File: config.mk
export PLATFORM = sky130hd
export DESIGN_NAME = if_fetch_stage
export DESIGN_NICKNAME = d
export VERILOG_FILES = /design/src/rtl/if_fetch_stage.sv
export SDC_FILE = /design/constraint.sdc
export NUM_CORES = 1
export LEC_CHECK = 0
export ABC_AREA = 1
export CAP_MARGIN = 20
export CORE_MARGIN = 2
export CORE_UTILIZATION = 30
export DETAILED_ROUTE_END_ITERATION = 8
export SYNTH_ARGS = -nofsm -noshare
export SYNTH_HDL_FRONTEND = slang
export SYNTH_SLANG_ARGS = --single-unit
File: constraint.sdc
create_clock -name clk_i -period 2.1 [get_ports clk_i]
set_input_delay 0.21 -clock clk_i [delete_from_list [all_inputs] [get_ports clk_i]]
set_output_delay 0.21 -clock clk_i [all_outputs]
set_load 0.005 [all_outputs]
File: src/rtl/if_fetch_stage.sv
// Instruction-fetch stage: owns the PC, runs the imem req/ack handshake and
// writes the IF/ID register, with a one-entry hold buffer for stalled returns.
module if_fetch_stage #(
  parameter logic [31:0] RESET_PC = 32'h0000_0000
) (
  input  logic        clk_i,
  input  logic        rst_i,
  input  logic        start_i,
  input  logic        stall_pc_i,
  input  logic        stall_ifid_i,
  input  logic        flush_i,
  input  logic        redirect_i,
  input  logic [31:0] redirect_pc_i,
  output logic        imem_req_o,
  output logic [31:0] imem_addr_o,
  input  logic        imem_ack_i,
  input  logic [31:0] imem_data_i,
  output logic [31:0] ifid_pc_o,
  output logic [31:0] ifid_inst_o,
  output logic        ifid_valid_o,
  output logic        fetch_pending_o
);

  localparam logic [1:0] S_IDLE = 2'd0;
  localparam logic [1:0] S_REQ  = 2'd1;
  localparam logic [1:0] S_HOLD = 2'd2;
  localparam logic [1:0] S_DROP = 2'd3;

  logic [1:0]  state, state_nx;
  logic [31:0] pc, pc_nx;
  logic [31:0] drop_addr, drop_addr_nx;
  logic [31:0] buf_pc, buf_pc_nx;
  logic [31:0] buf_inst, buf_inst_nx;
  logic        take_valid;
  logic [31:0] take_pc, take_inst;
  logic [31:0] pc_plus4;
  logic        launch_ok;

  assign pc_plus4  = pc + 32'd4;
  assign launch_ok = start_i & ~stall_pc_i;

  always_comb begin
    // NOTE: every signal written here gets a default first so no latch is inferred.
    state_nx     = state;
    pc_nx        = pc;
    drop_addr_nx = drop_addr;
    buf_pc_nx    = buf_pc;
    buf_inst_nx  = buf_inst;
    take_valid   = 1'b0;
    take_pc      = 32'd0;
    take_inst    = 32'd0;
    case (state)
      S_IDLE: begin
        if (redirect_i)     pc_nx    = redirect_pc_i;
        else if (launch_ok) state_nx = S_REQ;
      end
      S_REQ: begin
        if (redirect_i) begin
          pc_nx = redirect_pc_i;
          if (imem_ack_i) begin
            state_nx = S_IDLE;
          end else begin
            // The request in flight keeps its address until memory answers.
            state_nx     = S_DROP;
            drop_addr_nx = pc;
          end
        end else if (imem_ack_i) begin
          pc_nx = pc_plus4;
          if (stall_ifid_i) begin
            buf_pc_nx   = pc_plus4;
            buf_inst_nx = imem_data_i;
            state_nx    = S_HOLD;
          end else begin
            take_valid = 1'b1;
            take_pc    = pc_plus4;
            take_inst  = imem_data_i;
            state_nx   = launch_ok ? S_REQ : S_IDLE;
          end
        end
      end
      S_HOLD: begin
        if (redirect_i) begin
          pc_nx       = redirect_pc_i;
          buf_pc_nx   = 32'd0;
          buf_inst_nx = 32'd0;
          state_nx    = S_IDLE;
        end else if (!stall_ifid_i) begin
          take_valid  = 1'b1;
          take_pc     = buf_pc;
          take_inst   = buf_inst;
          buf_pc_nx   = 32'd0;
          buf_inst_nx = 32'd0;
          state_nx    = launch_ok ? S_REQ : S_IDLE;
        end
      end
      S_DROP: begin
        if (redirect_i) pc_nx    = redirect_pc_i;
        if (imem_ack_i) state_nx = S_IDLE;
      end
      default: state_nx = S_IDLE;
    endcase
  end

  // NOTE: sequential state uses non-blocking assignments; reset is synchronous.
  always_ff @(posedge clk_i) begin
    if (!rst_i) begin
      state        <= S_IDLE;
      pc           <= RESET_PC;
      drop_addr    <= RESET_PC;
      buf_pc       <= 32'd0;
      buf_inst     <= 32'd0;
      ifid_pc_o    <= 32'd0;
      ifid_inst_o  <= 32'd0;
      ifid_valid_o <= 1'b0;
    end else begin
      state     <= state_nx;
      pc        <= pc_nx;
      drop_addr <= drop_addr_nx;
      buf_pc    <= buf_pc_nx;
      buf_inst  <= buf_inst_nx;
      // Flush beats the hold; with nothing accepted a bubble is loaded.
      if (flush_i) begin
        ifid_pc_o    <= 32'd0;
        ifid_inst_o  <= 32'd0;
        ifid_valid_o <= 1'b0;
      end else if (!stall_ifid_i) begin
        ifid_pc_o    <= take_pc;
        ifid_inst_o  <= take_inst;
        ifid_valid_o <= take_valid;
      end
    end
  end

  assign imem_req_o      = (state == S_REQ) || (state == S_DROP);
  assign fetch_pending_o = imem_req_o;
  assign imem_addr_o     = (state == S_DROP) ? drop_addr : pc;

endmodule

Word level (Yosys, flattened, before mapping)
Cells that the tools add are included.

word-level totals
  output and inout bits = 99
  register bits = 195
  input port bits = 72
  logic and storage cells = 72

operators by class
  multiplexer cells = 38
  bitwise logic cells = 4
  reductions and logical operators = 9
  $add $sub $neg = 1
  equal/unequal tests = 12

operators with widths
  operator               count
  $mux 32                18
  $pmux 32 s2            5
  $add 32x3->32 const B  1
  $mux 2                 9
  $ne 2x2->1 const B     6
  $reduce_and 5->1       2
  $pmux 2 s4             1
  $ne 3x3->1 const B     2
  $eq 2x2->1 const B     2
  $mux 1                 4
  $not 1->1              3
  $reduce_and 3->1       1
  $reduce_or 3->1        1
  $eq 2x1->1 const B     1
  $logic_not 2->1        1
  $ne 2x1->1 const B     1
  $pmux 1 s2             1
  $reduce_and 2->1       1
  $reduce_bool 2->1      1
  $reduce_or 2->1        1
  $and 1x1->1            1
  $logic_or 1x1->1       1

Logic depth before layout (Yosys ltp)
Gate-level depths: netlist of run 1.

  word-level depth = 7
  mapped depth = 11
  gate-level depth less buffers = 11

Worst setup path after synthesis of run 1
OpenSTA, ideal clock, no wires.

  path kind = register to register
  start point = register state[0]
  end point = register ifid_inst_o[14]
  setup time = 0.132 ns
  required time = 1.968 ns
  stages on the path, launching flop included = 10
  setup slack = 0.477 ns
  data arrival time = 1.491 ns
  clock period less this slack = 1.623 ns
  buffers on the path = 2
  cells stage by stage = dfxtp_1 -> inv_1 -> ha_1 -> nand2_2 -> inv_2 -> buf_4 -> buf_2 -> a22o_1 -> nand2_1 -> a21oi_1

between the ends
  cells in the longest elaborated chain, start to end = 2
  elaborated cells between the ends (all ways) = 3
  classes of those cells = eq/ne (2); mux (1)

ends and longest elaborated chain
  what                                      line  RTL
  start, declared                           29    logic [1:0] state, state_nx;
  start signal, assigned                    116   state <= state_nx;
  $eq 2x2->1 or $eq 2x1->1 (tied branches)  52    case (state)
  $pmux 32 s2 *                             52
  end signal, assigned                      128   ifid_inst_o <= take_inst;
  end, declared                             19    output logic [31:0] ifid_inst_o,

Mark *: on every way between the ends. The rest lies on a longest branch, timed or not.
A chain may end at the register's enable or synchronous reset.

Worst setup path in the final report of run 1
  start point = register state[1]
  end point = output port imem_req_o

between the ends
  cells in the longest elaborated chain, start to end = 2
  elaborated cells between the ends (all ways) = 3
  classes of those cells = eq/ne (2); reduce/logical (1)

ends and longest elaborated chain
  what                                      line  RTL
  $eq 2x1->1 or $eq 2x2->1 (tied branches)  134   assign imem_req_o = (state == S_REQ) || (state == S_DROP);
  $logic_or 1x1->1 *                        134
  end, declared                             14    output logic imem_req_o,

Marked as above.

==> metrics.yaml, run 1 <==
pwr:
  p_leak_nw: 4.58
  pwr_density_cell_mw_per_mm2: 897
  total_power_mw: 10.7
  ir_drop_mv: 0.493
die:
  rows: 63
  fp.dieH_um: 177
  num_io_pins: 171
  fp.dieW_um: 177
  die-area_mm2: 0.0315
  coreArea_mm2: 0.0296
  initial_utilization_pct: 30.4
synthesis:
  syn_area_per_cell_um2: 6.87
  synth_cells: 1313
  netlist_area_mm2: 0.00902
  synth-edff-count: 0
  ys_seq_elements: 195
  syn-num-nets: 1391
  synthTopCellsByArea: "dfxtp_1 43%, nand2_1 19%, a21oi_1 10%"
  ys_seq_area_share_pct: 43.3
  async_flop_share_pct: 0
  yosysMostFrequentCell: "nand2_1"
  ys_dominant_reg_cell: "dfxtp_1"
  synth_cell_types: 30
  synth_common_cells: "455 x nand2_1, 195 x dfxtp_1, 186 x a21oi_1"
  synth_top_area_share_pct: 43.3
  ys.warnings.count: 0
  yosysTopAreaCell: "dfxtp_1"
final_layout:
  drive_gt1_share_pct: 6.55
  utilization_pct: 40.3
  syn_to_final_growth_pct: 32.4
  fin_cells: 1857
  fin_nets: 1531
route:
  drtPass1Iterations: 5
  antenna_left: 0
  drt_iter0_drc: 669
  vias: 9209
  viasPerCell: 4.96
  route.detailed.drc: 0
  drt-wirelength-per-cell_um: 16.3
  drt-total-wl_um: 30300
grt:
  grt-ovfl-total: 0
  grt_pass1_wl_um: 46500
  grtUsageTotal_pct: 18.8
  grt_max_degree: 74
  antenna_found_initial: 1
  grt_pass1_vias: 8498
hold_path:
  hold_path.class: "input pin to flop"
timing:
  min_period_over_period_pct: 101
  tightest_slew_ps: 437
  tns_ps: -55.0
  finalSetupViolations: 3
  hold_viol: 0
  slew_violations: 0
  rsz0062_at_grt: "true"
  fin_skew_ps: 12.6
  max_freq_mhz: 471
  layout_min_cycle_time_ps: 2120
  max_slew_margin_pct: 70.9
  fin_ws_ps: -23.2
setup_path:
  worst_path_max_delay_cell: "clkdlybuf4s50_1"
  startpoint: "state[1]"
  critPathLaunchType: "flop"
  worstPathMaxFanout: 5
  crit_chain: "inv_2 -> ha_2 -> inv_1 -> buf_4 -> nand2_1 -> clkdlybuf4s50_1"
  r2r_end: "buf_inst[26]"
  cp-end-kind: "output port"
  rr_startpoint: "state[0]"
  critical_path_class: "flop to output port"
  ff2ff_setup_slack_ps: 170
  cp.arrival_ps: 1910
  critPathMaxStageDelay_ps: 510
  cp.required_ps: 1890
  crit_end: "imem_req_o"
  ff2ff_path_depth: 7
clock_network:
  cts.sinks: 195
  clk_pin_slew_worst_paths_ps: 80
  ctsRootBufferMaster: "clkbuf_16"
  clk_latency_ps: 430
  cts_tree: "yes"
  htreeDepth: 4
  ctsLongestPathBuffers: 2
  cts_made_buffers: 17
placement:
  portBuffers: 170
  dp_cells: 1820
  place_congestion: 0.912
  dpl.hpwl_um: 21200
status:
  violations: "setup timing"
  status: "finished with violations"
flow_run:
  cap_violations: 0
state kept, by name (all words and copies together), names as in the netlist:
name          flops
buf_inst         32
buf_pc           32
drop_addr        32
ifid_inst_o      32
ifid_pc_o        32
ifid_valid_o      1
pc               32
state             2
per-stage QoR:
step	instance area (um2)	worst slack, ps	hold slack (ps)
after floorplan	9020	477	353
after global placement	11200	159	430
after detailed placement	11200	138	435
after CTS	11800	-99.2	326
after global routing	11900	-104	356
final	11900	-23.2	335
power breakdown:
| group | total [mW] | internal (mW) | switching [mW] |
|---|---|---|---|
| logic | 3.03 | 1.13 | 1.90 |
| registers | 4.37 | 4.09 | 0.276 |
| clock network | 3.31 | 1.70 | 1.62 |
how the worst min path moves through the flow:
stage | start | endpoint | cells after the start
final | stall_ifid_i | buf_pc[1] | 5
after CTS | stall_ifid_i | buf_pc[13] | 5
after detailed placement | drop_addr[12] | drop_addr[12] | 2
after global placement | drop_addr[8] | drop_addr[8] | 2
after floorplan | imem_data_i[0] | buf_inst[0] | 2
after global routing | stall_ifid_i | ifid_pc_o[13] | 4
layer usage:
| layer | vias up | GRT usage, % | wire length, um |
|---|---|---|---|
| met5 | - | 0 | 0 |
| met2 | 274 | 30.7 | 14100 |
| met4 | 0 | 6.45 | 761 |
| met3 | 43 | 2.87 | 1510 |
| met1 | 4348 | 25.2 | 13900 |
| li1 | 4544 | - | - |
area by class of cell:
cell class,count,area [um2]
fillers,3185,17700
repair buffers,208,2190
flip-flops and latches,195,3910
diodes,1,2.50
well taps,390,488
multi-input cells,934,4410
clock inverters,15,163
clock buffers,17,425
inverters,97,364
what timing repair did:
action / CTS / global route
endpoints found under the setup margin: 34 / 27
setup buffers: 2 / 1
hold buffers: 0 / 0
gates resized for setup: 29 / 39
pin swaps: 1 / 0
cloned: 0 / 1
kinds of logic (layout without fill, tap and decap cells):
group | after synthesis | after routing | share of synthesized area, %
xor+xnor | 7 | 7 | 0.680
buf+inv | 184 | 337 | 8.42
compound gates | 352 | 352 | 21.5
simple gates | 569 | 569 | 25.3
other cells | 0 | 1 | 0
fa+ha+maj | 6 | 6 | 0.832
flops | 195 | 195 | 43.3
placed cells by master, fill, tap and decap left out, drive strengths merged:
master and instances:
bufinv 1, dlymetal6s2s 23, xor2 7, clkinvlp 2
nand3 48, o211ai 1, dlygate4sd2 8, a31oi 9
or2 1, a22o 32, clkinv 5, and2 13
a21oi 186, nand3b 1, inv 104, nand4 2
ha 6, buf 38, o21ai 116, nor2 47
clkdlybuf4s50 138, dfxtp 195, o221ai 7, clkbuf 18
nand2 457, diode 1, a211oi 1
worst max-delay path, delay by kind of cell, from the launching register on:
kind | cells | cell delay [ps]
AND/OR/NAND/NOR | 1 | 100
flip-flops | 1 | 370
adder cells (fa/ha/maj) | 1 | 200
buffers and inverters | 4 | 810
Note: power is estimated with default switching activity, not from simulation.
==> run 2: changes to the inputs <==
--- a/config.mk
+++ b/config.mk
@@ -10,6 +10,8 @@
 export CORE_MARGIN = 2
 export CORE_UTILIZATION = 30
 export DETAILED_ROUTE_END_ITERATION = 8
+export SETUP_SLACK_MARGIN = 0.4
+export SKIP_LAST_GASP = 1
 export SYNTH_ARGS = -nofsm -noshare
 export SYNTH_HDL_FRONTEND = slang
 export SYNTH_SLANG_ARGS = --single-unit
==> run 2 against run 1 <==
- the run now ends clean
- final area grew 18%
- clock power about the same
- register-to-register slack better by 50 ps
- power grew 25%
- worst setup slack improved by 240 ps
- fmax grew 13%
- largest power group is now combinational cells
- count of clock-buffer cells in the layout unchanged
- clock skew is 1.1 ps lower
- largest cell class unchanged
- routed wire length grew 15%
- sequential power up 1%
- die area is the same
- non-clock buffer count rose by 63
==> metrics.yaml, run 2 (same netlist as run 1, synthesis figures left out) <==
status:
  status: "finished clean"  # was finished with violations
pwr:
  pwr_density_cell_mw_per_mm2: 951  # was 897 mW/mm2
  total_power_mw: 13.4  # was 10.7 mW
  ir_drop_mv: 0.591  # was 0.493 mV
  p_leak_nw: 5.47  # was 4.58 nW
final_layout:
  mostFrequentLayoutCells: "379 x nand2_1, 180 x dfxtp_1, 136 x a21oi_1"  # was 455 x nand2_1, 193 x dfxtp_1, 186 x a21oi_1
  syn_to_final_growth_pct: 56.2  # was 32.4%
  drive_gt1_share_pct: 26.7  # was 6.55%
  final_common_cell: "nand2_1"  # unchanged
  fin_nets: 1595  # was 1,531
  postLayoutCellArea_mm2: 0.0141  # was 0.0119 mm2
  fin_cells: 1921  # was 1,857
  utilization_pct: 47.6  # was 40.3%
die:
  coreArea_mm2: 0.0296  # unchanged
  fp.dieW_um: 177  # unchanged
  initial_utilization_pct: 30.4  # unchanged
  fp.dieH_um: 177  # unchanged
  rows: 63  # unchanged
  num_io_pins: 171  # unchanged
  die-area_mm2: 0.0315  # unchanged
timing:
  hold_slack_ps: 339  # was 335 ps
  finalSetupViolations: 0  # was 3
  slew_violations: 0  # unchanged
  fin_ws_ps: 221  # was -23.2 ps
  tns_ps: 0  # was -55.0 ps
  hold_viol: 0  # unchanged
  tightest_slew_ps: 503  # was 437 ps
  min_period_over_period_pct: 89.5  # was 101%
  layout_min_cycle_time_ps: 1880  # was 2120 ps
  fin_skew_ps: 11.5  # was 12.6 ps
  max_slew_margin_pct: 66.5  # was 70.9%
  rsz0062_at_grt: "true"  # unchanged
  max_freq_mhz: 532  # was 471 MHz
clock_network:
  clk_pin_slew_worst_paths_ps: 80  # about the same
  clk_latency_ps: 440  # was 430 ps
  htreeDepth: 4  # unchanged
  ctsLongestPathBuffers: 2  # unchanged
  cts_made_buffers: 17  # unchanged
  ctsRootBufferMaster: "clkbuf_16"  # unchanged
  cts.sinks: 195  # unchanged
  cts_tree: "yes"  # unchanged
setup_path:
  cp.required_ps: 2460  # was 1890 ps
  worstPathMaxFanout: 4  # was 5
  critPathMaxStageDelay_ps: 370  # was 510 ps
  critical_path_class: "flop to flop"  # was flop to output port
  worst_path_max_delay_cell: "dfxtp_4"  # was clkdlybuf4s50_1
  cp.arrival_ps: 2240  # was 1910 ps
  critPathLaunchType: "flop"  # unchanged
  cpMostUsedCell: "buf_6"
  cp-end-kind: "flop"  # was output port
  crit_chain: "buf_6 -> inv_4 -> ha_4 -> nand2_4 -> o21ai_4 -> o21ai_4 -> nor2_8 -> buf_6 -> buf_6 -> clkbuf_16 -> nand2_1 -> a21oi_1"  # was inv_2 -> ha_2 -> inv_1 -> buf_4 -> nand2_1 -> clkdlybuf4s50_1
grt:
  antenna_found_initial: 2  # was 1
  grt_pass1_wl_um: 49400  # was 46,500 um
  use_met3_pct: 3.00  # was 2.87%
  grt_pass1_vias: 8958  # was 8,498
  grt-ovfl-total: 0  # unchanged
  grt_use_met2_pct: 33.0  # was 30.7%
  grt_busiest_layer: "met2"  # unchanged
  grtUsageTotal_pct: 20.1  # was 18.8%
  grt_max_degree: 74  # unchanged
  groute.layer.met1.usage_pct: 26.8  # was 25.2%
placement:
  pre_cts_ws_ps: 138  # unchanged
  place_congestion: 0.912  # unchanged
  dpl_cell_area_mm2: 0.0112  # unchanged
  portBuffers: 170  # unchanged
  dpl.hpwl_um: 21200  # unchanged
  dp_cells: 1820  # unchanged
route:
  drt-wirelength-per-cell_um: 18.1  # was 16.3 um
  route.detailed.drc: 0  # unchanged
  antenna_left: 0  # unchanged
  vias: 9758  # was 9,209
  viasPerCell: 5.08  # was 4.96
  drtPass1Iterations: 7  # was 5
  drt-total-wl_um: 34700  # was 30,300 um
  drt_iter0_drc: 719  # was 669
flow_run:
  cap_violations: 0  # unchanged
hold_path:
  hold_path.class: "input pin to flop"  # unchanged
-- run 2: metal layers --
layer | wire length [um] | share of wire, % | up-vias
li1 | - | - | 4702
met1 | 15600 | 45 | 4680
met2 | 16200 | 47 | 308
met3 | 1710 | 4.9 | 68
met4 | 1170 | 3.4 | 0
met5 | 0 | 0 | -
-- run 2: worst max-delay path: cells and delay by family (launching register included) --
kind,cells,cell delay [ps]
adders and majority gates,1,150
DFF,1,370
AOI/OAI and AO/OA,3,430
buffers and inverters,5,560
and+or+nand+nor,3,280
-- run 2: final timing paths --
| kind | cells past startpoint | slack, ps | startpoint | to |
|---|---|---|---|---|
| worst max-delay path | 12 | 220 | state[1] | buf_pc[4] |
| worst max register to register | 12 | 220 | state[1] | buf_pc[4] |
| worst min register to register | 2 | 450 | drop_addr[12] | drop_addr[12] |
| worst min-delay path | 4 | 340 | stall_ifid_i | ifid_pc_o[13] |
-- run 2: power by group --
part / switching (mW) / internal (mW)
registers: 0.317 / 4.10
clock network: 1.63 / 1.70
logic: 2.95 / 2.70
total: 4.90 / 8.50
-- run 2: area by class of cell --
class / count / area, um2
Antenna cell: 1 / 2.50
Clock buffer: 17 / 425
Clock inverter: 15 / 163
Fill cell: 2939 / 15500
Inverter: 97 / 382
Multi-Input combinational cell: 934 / 5540
Sequential cell: 195 / 3930
Tap cell: 390 / 488
Timing Repair Buffer: 271 / 3160
Timing Repair inverter: 1 / 8.76
-- run 2: repair_timing --
action                     CTS  global route
gates resized for setup    270           267
pin swaps                   21            96
hold buffers                 0             0
cloned                      10            16
setup buffers               21            21
setup endpoints to repair  178           182
==> run 3: changes to the inputs <==
--- a/config.mk
+++ b/config.mk
@@ -5,10 +5,10 @@
 export SDC_FILE = /design/constraint.sdc
 export NUM_CORES = 1
 export LEC_CHECK = 0
-export ABC_AREA = 1
 export CAP_MARGIN = 20
 export CORE_MARGIN = 2
 export CORE_UTILIZATION = 30
+export CTS_BUF_LIST = sky130_fd_sc_hd__clkbuf_8
 export DETAILED_ROUTE_END_ITERATION = 8
 export SETUP_SLACK_MARGIN = 0.4
 export SKIP_LAST_GASP = 1
==> run 3 against run 2 <==
- sequential share of layout area is 1.4 points lower
- first-iteration DRC count is 8.8% higher
- register-to-register slack worse by 50 ps
- area after synthesis is 0.11% lower
- combinational power is 72% lower
- routed wire length is 3.1% lower
- core utilization is 2.7 points higher
- sequential power is 13% lower
- non-clock buffer count is 88 higher
- final area is 5.7% higher
- hold slack worse by 92 ps
- die area is 0.11% lower
- largest power group is now sequential cells
- highest routed layer unchanged
==> metrics.yaml, run 3 <==
final_layout:
  syn_to_final_growth_pct: 65.3  # was 56.2%
  final_common_cell: "dfxtp_1"  # was nand2_1
  mostFrequentLayoutCells: "173 x dfxtp_1, 133 x clkdlybuf4s50_1, 112 x nand2_1"  # was 379 x nand2_1, 180 x dfxtp_1, 136 x a21oi_1
  fin_nets: 1396  # was 1,595
  fillCellCount: 2627  # was 2,939
  drive_gt1_share_pct: 33.7  # was 26.7%
  regArea_mm2: 0.00395  # was 0.00393 mm2
  utilization_pct: 50.3  # was 47.6%
  n_antenna_cell: 0  # was 1
  multi_input_area_mm2: 0.00567  # was 0.00554 mm2
timing:
  tightest_slew_ps: 485  # was 503 ps
  max_slew_margin_pct: 67.6  # was 66.5%
  fin_ws_ps: 105  # was 221 ps
  fin_skew_ps: 25.5  # was 11.5 ps
  min_period_over_period_pct: 95.0  # was 89.5%
  rsz0062_at_grt: "true"  # unchanged
  tns_ps: 0  # unchanged
  max_freq_mhz: 501  # was 532 MHz
  finalSetupViolations: 0  # unchanged
  slew_violations: 0  # unchanged
  layout_min_cycle_time_ps: 2000  # was 1880 ps
  hold_viol: 0  # unchanged
synthesis:
  ys_dominant_reg_cell: "dfxtp_1"  # unchanged
  async_flop_share_pct: 0  # unchanged
  synth_top_area_share_pct: 43.3  # about the same
  yosysTopAreaCell: "dfxtp_1"  # unchanged
  syn-num-nets: 1123  # was 1,391
  ys_seq_area_share_pct: 43.3  # about the same
  synth_common_cells: "195 x dfxtp_1, 124 x nand2_1, 94 x a22oi_1"  # was 455 x nand2_1, 195 x dfxtp_1, 186 x a21oi_1
  yosysMostFrequentCell: "dfxtp_1"  # was nand2_1
  ys.warnings.count: 0  # unchanged
  synth-edff-count: 0  # unchanged
  synth_cells: 1045  # was 1,313
  syn_area_per_cell_um2: 8.62  # was 6.87 um2
  synth_cell_types: 53  # was 30
  ys_seq_elements: 195  # unchanged
  synthTopCellsByArea: "dfxtp_1 43%, a22oi_1 7.8%, nand2_1 5.2%"  # was dfxtp_1 43%, nand2_1 19%, a21oi_1 10%
  netlist_area_mm2: 0.00901  # was 0.00902 mm2
setup_path:
  ff2ff_path_depth: 11  # was 12
  startpoint: "state[1]"  # unchanged
  cp.required_ps: 1890  # was 2460 ps
  r2r_end: "buf_inst[11]"  # was buf_pc[4]
  cp.arrival_ps: 1790  # was 2240 ps
  critPathLaunchType: "flop"  # unchanged
  critical_path_class: "flop to output port"  # was flop to flop
  worstPathMaxFanout: 8  # was 4
  rr_startpoint: "state[1]"  # unchanged
  cp-end-kind: "output port"  # was flop
  ff2ff_setup_slack_ps: 170  # was 220 ps
  crit_end: "imem_addr_o[29]"  # was buf_pc[4]
route:
  drt_iter0_drc: 782  # was 719
  drtPass1Iterations: 5  # was 7
  vias: 8912  # was 9,758
  route.detailed.drc: 0  # unchanged
  drt-wirelength-per-cell_um: 19.6  # was 18.1 um
  drt-total-wl_um: 33700  # was 34,700 um
  viasPerCell: 5.18  # was 5.08
  antenna_left: 0  # unchanged
clock_network:
  clk_latency_ps: 500  # was 440 ps
  cts_tree: "yes"  # unchanged
  ctsRootBufferMaster: "clkbuf_8"  # was clkbuf_16
  ctsLongestPathBuffers: 2  # unchanged
  clk_pin_slew_worst_paths_ps: 120  # was 80 ps
  hold_buffers: 0  # unchanged
  cts.sinks: 195  # unchanged
  cts_made_buffers: 17  # unchanged
  htreeDepth: 4  # unchanged
hold_path:
  hold_path.class: "input pin to flop"  # unchanged
grt:
  grt-ovfl-total: 0  # unchanged
  grt_pass1_vias: 8281  # was 8,958
  antenna_found_initial: 0  # was 2
  grt_max_degree: 81  # was 74
  grtUsageTotal_pct: 19.8  # was 20.1%
  grt_pass1_wl_um: 47900  # was 49,400 um
pwr:
  pwr_density_cell_mw_per_mm2: 541  # was 951 mW/mm2
  ir_drop_mv: 0.484  # was 0.591 mV
  p_leak_nw: 5.38  # was 5.47 nW
die:
  die-area_mm2: 0.0314  # was 0.0315 mm2
  coreArea_mm2: 0.0296  # unchanged
  rows: 63  # unchanged
  fp.dieH_um: 177  # about the same
  initial_utilization_pct: 30.4  # about the same
  fp.dieW_um: 177  # about the same
  num_io_pins: 171  # unchanged
placement:
  pre_cts_ws_ps: 77.7  # was 138 ps
  portBuffers: 170  # unchanged
  place_congestion: 0.844  # was 0.912
  dpl.hpwl_um: 19200  # was 21,200 um
status:
  status: "finished clean"  # unchanged
flow_run:
  cap_violations: 0  # unchanged
-- run 3: critical path, cell delays in order (launching register included) --
cell and delay (ps):
dfxtp_4 370, ha_4 190, buf_6 130, buf_12 150, mux2_4 340, buf_6 120
-- run 3: power by group --
part / leakage (nW) / switching [mW] / internal (mW)
clock: 0.214 / 1.70 / 0.944
combinational: 3.58 / 0.735 / 0.832
sequential: 1.59 / 0.0694 / 3.78
total: 5.38 / 2.51 / 5.55
-- run 3: cells by family (layout without fill, tap and decap cells) --
logic type,Yosys count,in the layout,synth area share (%)
adder cells (fa/ha/maj),6,6,0.833
multiplexers,34,34,4.21
XOR/XNOR,50,50,4.86
flip-flops,195,195,43.3
AO/OA/AOI/OAI,316,316,23.7
buffers and inverters,114,400,5.30
AND/OR/NAND/NOR,330,330,17.7
-- run 3: final cells by class --
cell class / count / area share (%)
timing repair buffer: 359 / 29.0
tap: 390 / 3.27
clock inverter: 15 / 1.37
clock buffer: 17 / 1.57
sequential: 195 / 26.5
multi-input combinational: 736 / 38.0
inverter: 9 / 0.277
-- run 3: what timing repair did --
action / 4_1_cts / 5_1_grt
gates resized for setup: 366 / 141
pin swaps: 54 / 110
endpoints found under the hold margin: 0 / 0
gates cloned: 24 / 10
endpoints found under the setup margin: 187 / 208
buffers inserted: 54 / 29
-- run 3: per-stage QoR --
stage                     hold slack (ps)  instance area (um2)  instances  total power [mW]
after CTS                             238                13900       1682              7.88
after detailed placement              443                11600       1572              4.97
after global routing                  246                14900       1721              8.33
after floorplan                       375                 9240       1045              4.46
after global placement                433                11600       1572              4.97
final                                 247                14900       1721              8.06
-- run 3: how the worst min path moves through the flow --
stage	to	cells past startpoint	start
floorplan	pc[3]	2	redirect_pc_i[3]
global placement	buf_pc[24]	2	buf_pc[24]
detailed placement	buf_pc[12]	2	buf_pc[12]
CTS	ifid_pc_o[17]	3	rst_i
global route	ifid_pc_o[17]	3	rst_i
finish	buf_pc[7]	3	rst_i
-- run 3: routing by layer --
metal / part of all wire (%) / GRT usage, % / wire length, um / up-vias
li1: - / - / - / 4255
met1: 46 / 27.9 / 15500 / 4339
met2: 48 / 31.8 / 16000 / 281
met3: 4.8 / 2.81 / 1620 / 37
met4: 1.6 / 4.61 / 535 / 0
met5: 0 / 0 / 0 / -
